--- src/rtl/knock_retard_ctrl.sv ---
// knock_retard_ctrl: turns knock-sensor detections into spark-timing retard.
// Each knock rising edge adds a fixed retard step (saturating). After a
// knock-free hold period the retard is walked back to zero at a fixed rate.
// The corrected spark advance is base_advance minus the retard, floored.
//
// Handshake: knock_detected is a plain level, with no valid/ready pairing.
// One event is taken per rising edge, and a level held high yields one event.
// All outputs are registered, so there is no combinational input-to-output path.
module knock_retard_ctrl #(
  parameter int unsigned RETARD_STEP      = 4,
  parameter int unsigned MAX_RETARD       = 24,
  parameter int unsigned HOLD_CYCLES      = 1000,
  parameter int unsigned RECOVER_STEP     = 1,
  parameter int unsigned RECOVER_INTERVAL = 250,
  parameter int unsigned MIN_ADVANCE      = 0
) (
  input  logic        clk,
  input  logic        reset,
  input  logic        knock_detected,
  input  logic [7:0]  base_advance,
  output logic [7:0]  spark_advance,
  output logic [7:0]  retard_amt,
  output logic        retard_active,
  output logic [15:0] knock_count,
  output logic [1:0]  dbg_state
);

  localparam int HW = (HOLD_CYCLES > 1) ? $clog2(HOLD_CYCLES) : 1;
  localparam int IW = (RECOVER_INTERVAL > 1) ? $clog2(RECOVER_INTERVAL) : 1;

  typedef enum logic [1:0] {
    IDLE    = 2'd0,
    HOLD    = 2'd1,
    RECOVER = 2'd2
  } state_t;

  state_t          r_state;
  logic            r_knock_prev;
  logic [HW-1:0]   r_hold_cnt;
  logic [IW-1:0]   r_int_cnt;
  logic [7:0]      r_retard;
  logic [7:0]      r_spark;
  logic            r_active;
  logic [15:0]     r_count;

  logic            w_event;
  logic [8:0]      w_sum;
  logic [7:0]      w_stepped;
  logic [7:0]      w_recovered;
  logic signed [8:0] w_diff;
  logic [7:0]      w_spark_next;

  // Combinational helpers: edge detect, saturating step, recovery and clamp math.
  always_comb begin
    w_event      = knock_detected & ~r_knock_prev;
    w_sum        = {1'b0, r_retard} + 9'(RETARD_STEP);
    w_stepped    = (w_sum > 9'(MAX_RETARD)) ? 8'(MAX_RETARD) : w_sum[7:0];
    w_recovered  = (r_retard > 8'(RECOVER_STEP)) ? (r_retard - 8'(RECOVER_STEP)) : 8'd0;
    w_diff       = $signed({1'b0, base_advance}) - $signed({1'b0, r_retard});
    w_spark_next = (w_diff < $signed({1'b0, 8'(MIN_ADVANCE)})) ? 8'(MIN_ADVANCE) : w_diff[7:0];
  end

  // Retard state machine, counters and registered outputs.
  always_ff @(posedge clk) begin
    if (reset) begin
      r_state      <= IDLE;
      r_knock_prev <= 1'b0;
      r_hold_cnt   <= '0;
      r_int_cnt    <= '0;
      r_retard     <= 8'd0;
      r_spark      <= 8'd0;
      r_active     <= 1'b0;
      r_count      <= 16'd0;
    end else begin
      r_knock_prev <= knock_detected;
      // Spark uses the retard held before this edge, giving one cycle of latency.
      r_spark      <= w_spark_next;
      if (w_event) begin
        // A new knock wins over everything, including a coincident recovery tick.
        r_retard   <= w_stepped;
        r_count    <= (r_count != 16'hFFFF) ? (r_count + 16'd1) : r_count;
        r_hold_cnt <= HW'(HOLD_CYCLES - 1);
        r_state    <= HOLD;
        r_active   <= 1'b1;
      end else begin
        case (r_state)
          HOLD: begin
            if (knock_detected) begin
              r_hold_cnt <= HW'(HOLD_CYCLES - 1);
            end else if (r_hold_cnt == '0) begin
              r_state   <= RECOVER;
              r_int_cnt <= IW'(RECOVER_INTERVAL - 1);
            end else begin
              r_hold_cnt <= r_hold_cnt - 1'b1;
            end
          end
          RECOVER: begin
            if (r_int_cnt == '0) begin
              r_retard  <= w_recovered;
              r_int_cnt <= IW'(RECOVER_INTERVAL - 1);
              if (w_recovered == 8'd0) begin
                r_state  <= IDLE;
                r_active <= 1'b0;
              end
            end else begin
              r_int_cnt <= r_int_cnt - 1'b1;
            end
          end
          default: begin
            r_state <= IDLE;
          end
        endcase
      end
    end
  end

  assign spark_advance = r_spark;
  assign retard_amt    = r_retard;
  assign retard_active = r_active;
  assign knock_count   = r_count;
  assign dbg_state     = r_state;

endmodule

--- config.mk ---
export PLATFORM = sky130hd
export DESIGN_NAME = knock_retard_ctrl
export DESIGN_NICKNAME = d
export VERILOG_FILES = /design/src/rtl/knock_retard_ctrl.sv
export SDC_FILE = /design/constraint.sdc
export NUM_CORES = 1
export LEC_CHECK = 0
export CAP_MARGIN = 5
export CORE_AREA = 2 2 87 89
export CTS_CLUSTER_DIAMETER = 60
export CTS_CLUSTER_SIZE = 40
export DETAILED_ROUTE_END_ITERATION = 8
export DIE_AREA = 0 0 89 91
export PLACE_DENSITY = 0.76
export SYNTH_ARGS = -nofsm -noshare
export SYNTH_HDL_FRONTEND = slang
export SYNTH_SLANG_ARGS = --single-unit
export TNS_END_PERCENT = 30
--- constraint.sdc ---
create_clock -name clk -period 3.3 [get_ports clk]
set_clock_uncertainty 0.05 [all_clocks]
set_input_delay 0.825 -clock clk [delete_from_list [all_inputs] [get_ports clk]]
set_output_delay 0.825 -clock clk [all_outputs]
set_load 0.02 [all_outputs]
==> results of run 1 <==
[cells by family after synthesis]
logic type               count (synthesis)  synth area share
buffers and inverters                   33            0.0482
multiplexers                             4            0.0127
XOR/XNOR                                22            0.0614
adder cells (fa/ha/maj)                 22            0.0900
AND/OR/NAND/NOR                        160             0.263
AO/OA/AOI/OAI                           84             0.180
flip-flops                              54             0.344
[sequential cells by signal (all words and copies together) (netlist names)]
name,count
r_knock_prev,1
retard_amt,8
r_hold_cnt,10
dbg_state,2
r_int_cnt,8
knock_count,16
spark_advance,8
retard_active,1
[cell usage in the layout (no fill, tap or decap), drive strengths merged, types with 2 or more instances in the layout]
| cell type | instances |
|---|---|
| nor2 | 46 |
| nand3b | 2 |
| a41oi | 2 |
| a2bb2oi | 2 |
| nor4b | 3 |
| mux2i | 4 |
| dfxtp | 54 |
| and2 | 6 |
| clkdlybuf4s50 | 45 |
| xnor2 | 12 |
| or2 | 4 |
| nand3 | 10 |
| or4 | 3 |
| a41o | 2 |
| a2111oi | 2 |
| and3 | 6 |
| buf | 9 |
| o21ai | 15 |
| o31ai | 6 |
| a221oi | 2 |
| nand2b | 7 |
| ha | 21 |
| a31oi | 5 |
| nor3 | 16 |
| nand2 | 26 |
| inv | 23 |
| o22ai | 2 |
| nor2b | 8 |
| nor4 | 2 |
| a311oi | 5 |
| a21oi | 24 |
| nand4 | 7 |
| a211oi | 5 |
| xor2 | 10 |
| clkbuf | 6 |
| bufinv | 2 |
| o21a | 3 |
| or3 | 10 |
[metrics by stage]
stage	utilization	std cells	area (µm²)	hold WS [ps]	setup WS, ps
finish	0.542	530	3860	415	422
global route	0.542	530	3860	462	309
CTS	0.541	530	3860	417	187
detailed placement	0.521	522	3720	403	-155
global placement	0.521	522	3720	391	35.7
floorplan	-	379	3140	379	746
[final timing paths]
path / cells after the start / endpoint / from
hold reg to reg: 2 / r_int_cnt[7] / r_int_cnt[7]
setup / recovery: 10 / spark_advance[4] / base_advance[0]
setup reg to reg: 8 / dbg_state[0] / retard_amt[0]
hold / removal: 2 / r_int_cnt[7] / r_int_cnt[7]
[synth_stat cells (all sizes together), types with 2 or more instances]
cell      n
a221oi    2
a2bb2oi   2
o21ai    15
or4       3
nor2     46
nand4     7
xor2     10
and2      6
inv      23
or2       4
xnor2    12
and3      6
a41oi     2
nand2b    7
ha       21
a311oi    5
nor3     16
o22ai     2
mux2i     4
or3      10
a31oi     5
o31ai     6
a211oi    5
nor4b     3
a21oi    24
a2111oi   2
a41o      2
o21a      3
nand2    26
nand3b    2
dfxtp    54
nor2b     8
nand3    10
nor4      2
clkbuf    9
[routing by layer]
layer / share of wire / vias to the layer above / routed length, µm
li1: - / 1457 / -
met1: 0.43 / 1374 / 3250
met2: 0.48 / 92 / 3630
met3: 0.066 / 13 / 495
met4: 0.020 / 0 / 151
met5: 0 / - / 0
[worst register-to-register path: stages (launching register included)]
cell and delay, ps:
dfxtp_1 500, inv_1 110, ha_1 250, or2b_2 340, a32o_1 260, or3_2 430
a31oi_1 270, o21ai_0 110, a21oi_1 170
[final cells by class]
cell class	instances	area, µm²
flip-flops and latches	54	1080
repair buffers	54	518
well taps	99	124
clock inverters	2	60.1
fillers	665	3270
multi-input cells	292	1910
clock buffers	6	82.6
inverters	23	86.3
[timing repair]
action | CTS | global route
hold endpoints to repair | 0 | 0
resized for setup | 0 | 1
endpoints found under the setup margin | 0 | 1
[power breakdown]
part           leakage [nW]  switching, mW  internal, mW  total, mW
clock                0.0714          0.222         0.324      0.545
combinational         0.946          0.196         0.158      0.354
sequential            0.442         0.0344         0.687      0.721
==> flow_summary.html, run 1 <==
<table>
<tr><th>Metric</th><th>Value</th></tr>
<tr><th colspan="2">Hold path</th></tr>
<tr><td>Worst hold path class</td><td>reg2reg</td></tr>
<tr><th colspan="2">Critical path</th></tr>
<tr><td>Kind of critical path</td><td>in2reg</td></tr>
<tr><td>Slowest stage cell on the critical path</td><td>o31ai_2</td></tr>
<tr><td>Worst setup EP type</td><td>flip-flop</td></tr>
<tr><td>Reg-to-reg slack, setup</td><td>750 ps</td></tr>
<tr><td>Category of cells accounting for the largest share of critical-path delay</td><td>compound AO/OA/AOI/OAI gates</td></tr>
<tr><td>Data arrival time of the critical path</td><td>3000 ps</td></tr>
<tr><td>Cell chain of the critical path</td><td>clkdlybuf4s50_1, inv_1, ha_1, fa_1, nor2b_1, o21a_1, o21ai_0, a21oi_1, o31ai_2, nor2_1</td></tr>
<tr><td>Worst path buffer plus inverter count</td><td>2</td></tr>
<tr><td>Delay of the slowest critical-path stage</td><td>about 540 ps</td></tr>
<tr><td>Required @ worst endpoint</td><td>3430 ps</td></tr>
<tr><td>Sort of element at the start of the critical path</td><td>input port</td></tr>
<tr><td>Maximum fanout encountered on the critical timing path</td><td>8</td></tr>
<tr><th colspan="2">Pwr</th></tr>
<tr><td>Highest ir drop seen on vdd</td><td>roughly 0.17 mV</td></tr>
<tr><td>PnR Total Power</td><td>approximately 1.6 mW</td></tr>
<tr><td>Leakage Power</td><td>1.46 nW</td></tr>
<tr><td>Cell Pwr Density</td><td>419 mW/mm²</td></tr>
<tr><th colspan="2">Logic synthesis</th></tr>
<tr><td>FFs w/ async S/R, synth</td><td>0</td></tr>
<tr><td>Cell variety after synth</td><td>56</td></tr>
<tr><td>Synth Area per Inst</td><td>8.29 µm²</td></tr>
<tr><td>Synthesis Warnings</td><td>0</td></tr>
<tr><td>Yosys reg bits</td><td>54</td></tr>
<tr><td>Sequential share of the synthesized area</td><td>0.344</td></tr>
<tr><td>Top flip-flop cell by instance count after synthesis</td><td>dfxtp_1</td></tr>
<tr><td>Synth area leaders</td><td>dfxtp_1, ha_1, nor2_1</td></tr>
<tr><td>Cells after Synth</td><td>about 380</td></tr>
<tr><td>Number of flops mapped to enable cells by yosys</td><td>0</td></tr>
<tr><td>Area share of the largest cell type after synthesis</td><td>0.344</td></tr>
<tr><td>Cell area after synthesis</td><td>0.00314 mm²</td></tr>
<tr><td>Net count of the mapped netlist</td><td>412</td></tr>
<tr><td>Area leader, netlist</td><td>dfxtp_1</td></tr>
<tr><th colspan="2">Cells and area</th></tr>
<tr><td>Share of cells above drive strength 1</td><td>0.0742</td></tr>
<tr><td>ANT cells</td><td>0</td></tr>
<tr><td>Nets</td><td>463</td></tr>
<tr><td>Synthesis-to-layout area growth</td><td>23.1%</td></tr>
<tr><th colspan="2">Timing</th></tr>
<tr><td>Hold Vio Cnt, Final</td><td>0</td></tr>
<tr><td>Max Clk Rate</td><td>348 MHz</td></tr>
<tr><td>Normalized max-slew margin</td><td>0.583</td></tr>
<tr><td>Transition at the pin with the smallest max-transition slack</td><td>621 ps</td></tr>
<tr><td>Setup TNS</td><td>0 ps</td></tr>
<tr><td>Time the final worst path needs with I/O delays and setup</td><td>2880 ps</td></tr>
<tr><td>Final Cycle Share</td><td>0.872</td></tr>
<tr><td>Unrepaired setup endpoints after global routing</td><td>no</td></tr>
<tr><td>Final Max Slew Viols</td><td>0</td></tr>
<tr><td># setup viols final</td><td>0</td></tr>
<tr><th colspan="2">CTS</th></tr>
<tr><td>CTS sink count</td><td>54</td></tr>
<tr><td>Max H-tree Level</td><td>2</td></tr>
<tr><td>Total of hold buffers inserted after clock tree synthesis</td><td>0</td></tr>
<tr><td>Master cell of the clock root buffer</td><td>clkbuf_8</td></tr>
<tr><td>Number of setup buffers added after CTS</td><td>0</td></tr>
<tr><td>Clock tree from TritonCTS</td><td>done</td></tr>
<tr><td>Max Root-Sink Buffers</td><td>2</td></tr>
<tr><td>Num CTS Buffers</td><td>5</td></tr>
<tr><td>Clock latency on the worst-skew pair</td><td>~310 ps</td></tr>
<tr><td>Reg clk slew, reported paths</td><td>100 ps</td></tr>
<tr><th colspan="2">Floorplan</th></tr>
<tr><td>Die X</td><td>89 µm</td></tr>
<tr><td>Number of top-level pins</td><td>46</td></tr>
<tr><td>Number of placement rows</td><td>31</td></tr>
<tr><td>Starting density of the core</td><td>0.440</td></tr>
<tr><td>Total core area</td><td>0.00714 mm²</td></tr>
<tr><td>Die footprint</td><td>0.00810 mm²</td></tr>
<tr><td>Die height</td><td>91 µm</td></tr>
<tr><th colspan="2">Status</th></tr>
<tr><td>Result of the run</td><td>finished, final reports clean</td></tr>
<tr><th colspan="2">Placement</th></tr>
<tr><td>Number of input and output port buffers inserted</td><td>45</td></tr>
<tr><td>Final HPWL DP</td><td>5.52 mm</td></tr>
<tr><td>Final Wtd Congestion</td><td>0.913</td></tr>
<tr><th colspan="2">Job</th></tr>
<tr><td># Max-Cap Violations</td><td>0</td></tr>
<tr><th colspan="2">Routing</th></tr>
<tr><td>Antenna-violating nets left</td><td>0</td></tr>
<tr><td>Number of search-and-repair iterations in the first detailed-routing pass</td><td>4</td></tr>
<tr><td>Routed Wire Length</td><td>7.53 mm</td></tr>
<tr><td>Routed vias</td><td>2936</td></tr>
<tr><td>First-iteration detailed-routing DRC count</td><td>188</td></tr>
<tr><td>Via/cell ratio</td><td>5.54</td></tr>
<tr><td>Routed wire per std cell</td><td>14.2 µm</td></tr>
<tr><td>Number of design rule violations left after detail routing</td><td>0</td></tr>
<tr><th colspan="2">Global route</th></tr>
<tr><td>Overflow after GRT</td><td>0</td></tr>
<tr><td>Antenna violations before repair</td><td>0</td></tr>
<tr><td>GR Util All Layers</td><td>0.189</td></tr>
<tr><td>Largest net degree at the start of global routing</td><td>22</td></tr>
<tr><td>Met1 usage in global routing</td><td>0.233</td></tr>
<tr><td>Global Route met3 Usage</td><td>0.0491</td></tr>
<tr><td>Routing layer with the top usage in global route</td><td>met2</td></tr>
<tr><td>Vias in the first global route</td><td>2835</td></tr>
<tr><td>GR met2 Demand/Resource</td><td>0.314</td></tr>
<tr><td>Global-route wire length before repair</td><td>around 12 mm</td></tr>
</table>
Power figures use the tool's default switching activity.
==> run 2, diff against run 1 <==
CAP_MARGIN = 20   (was 5)
==> results of run 2 <==
No change in the layout: final DEF, timing and power equal those of run 1.
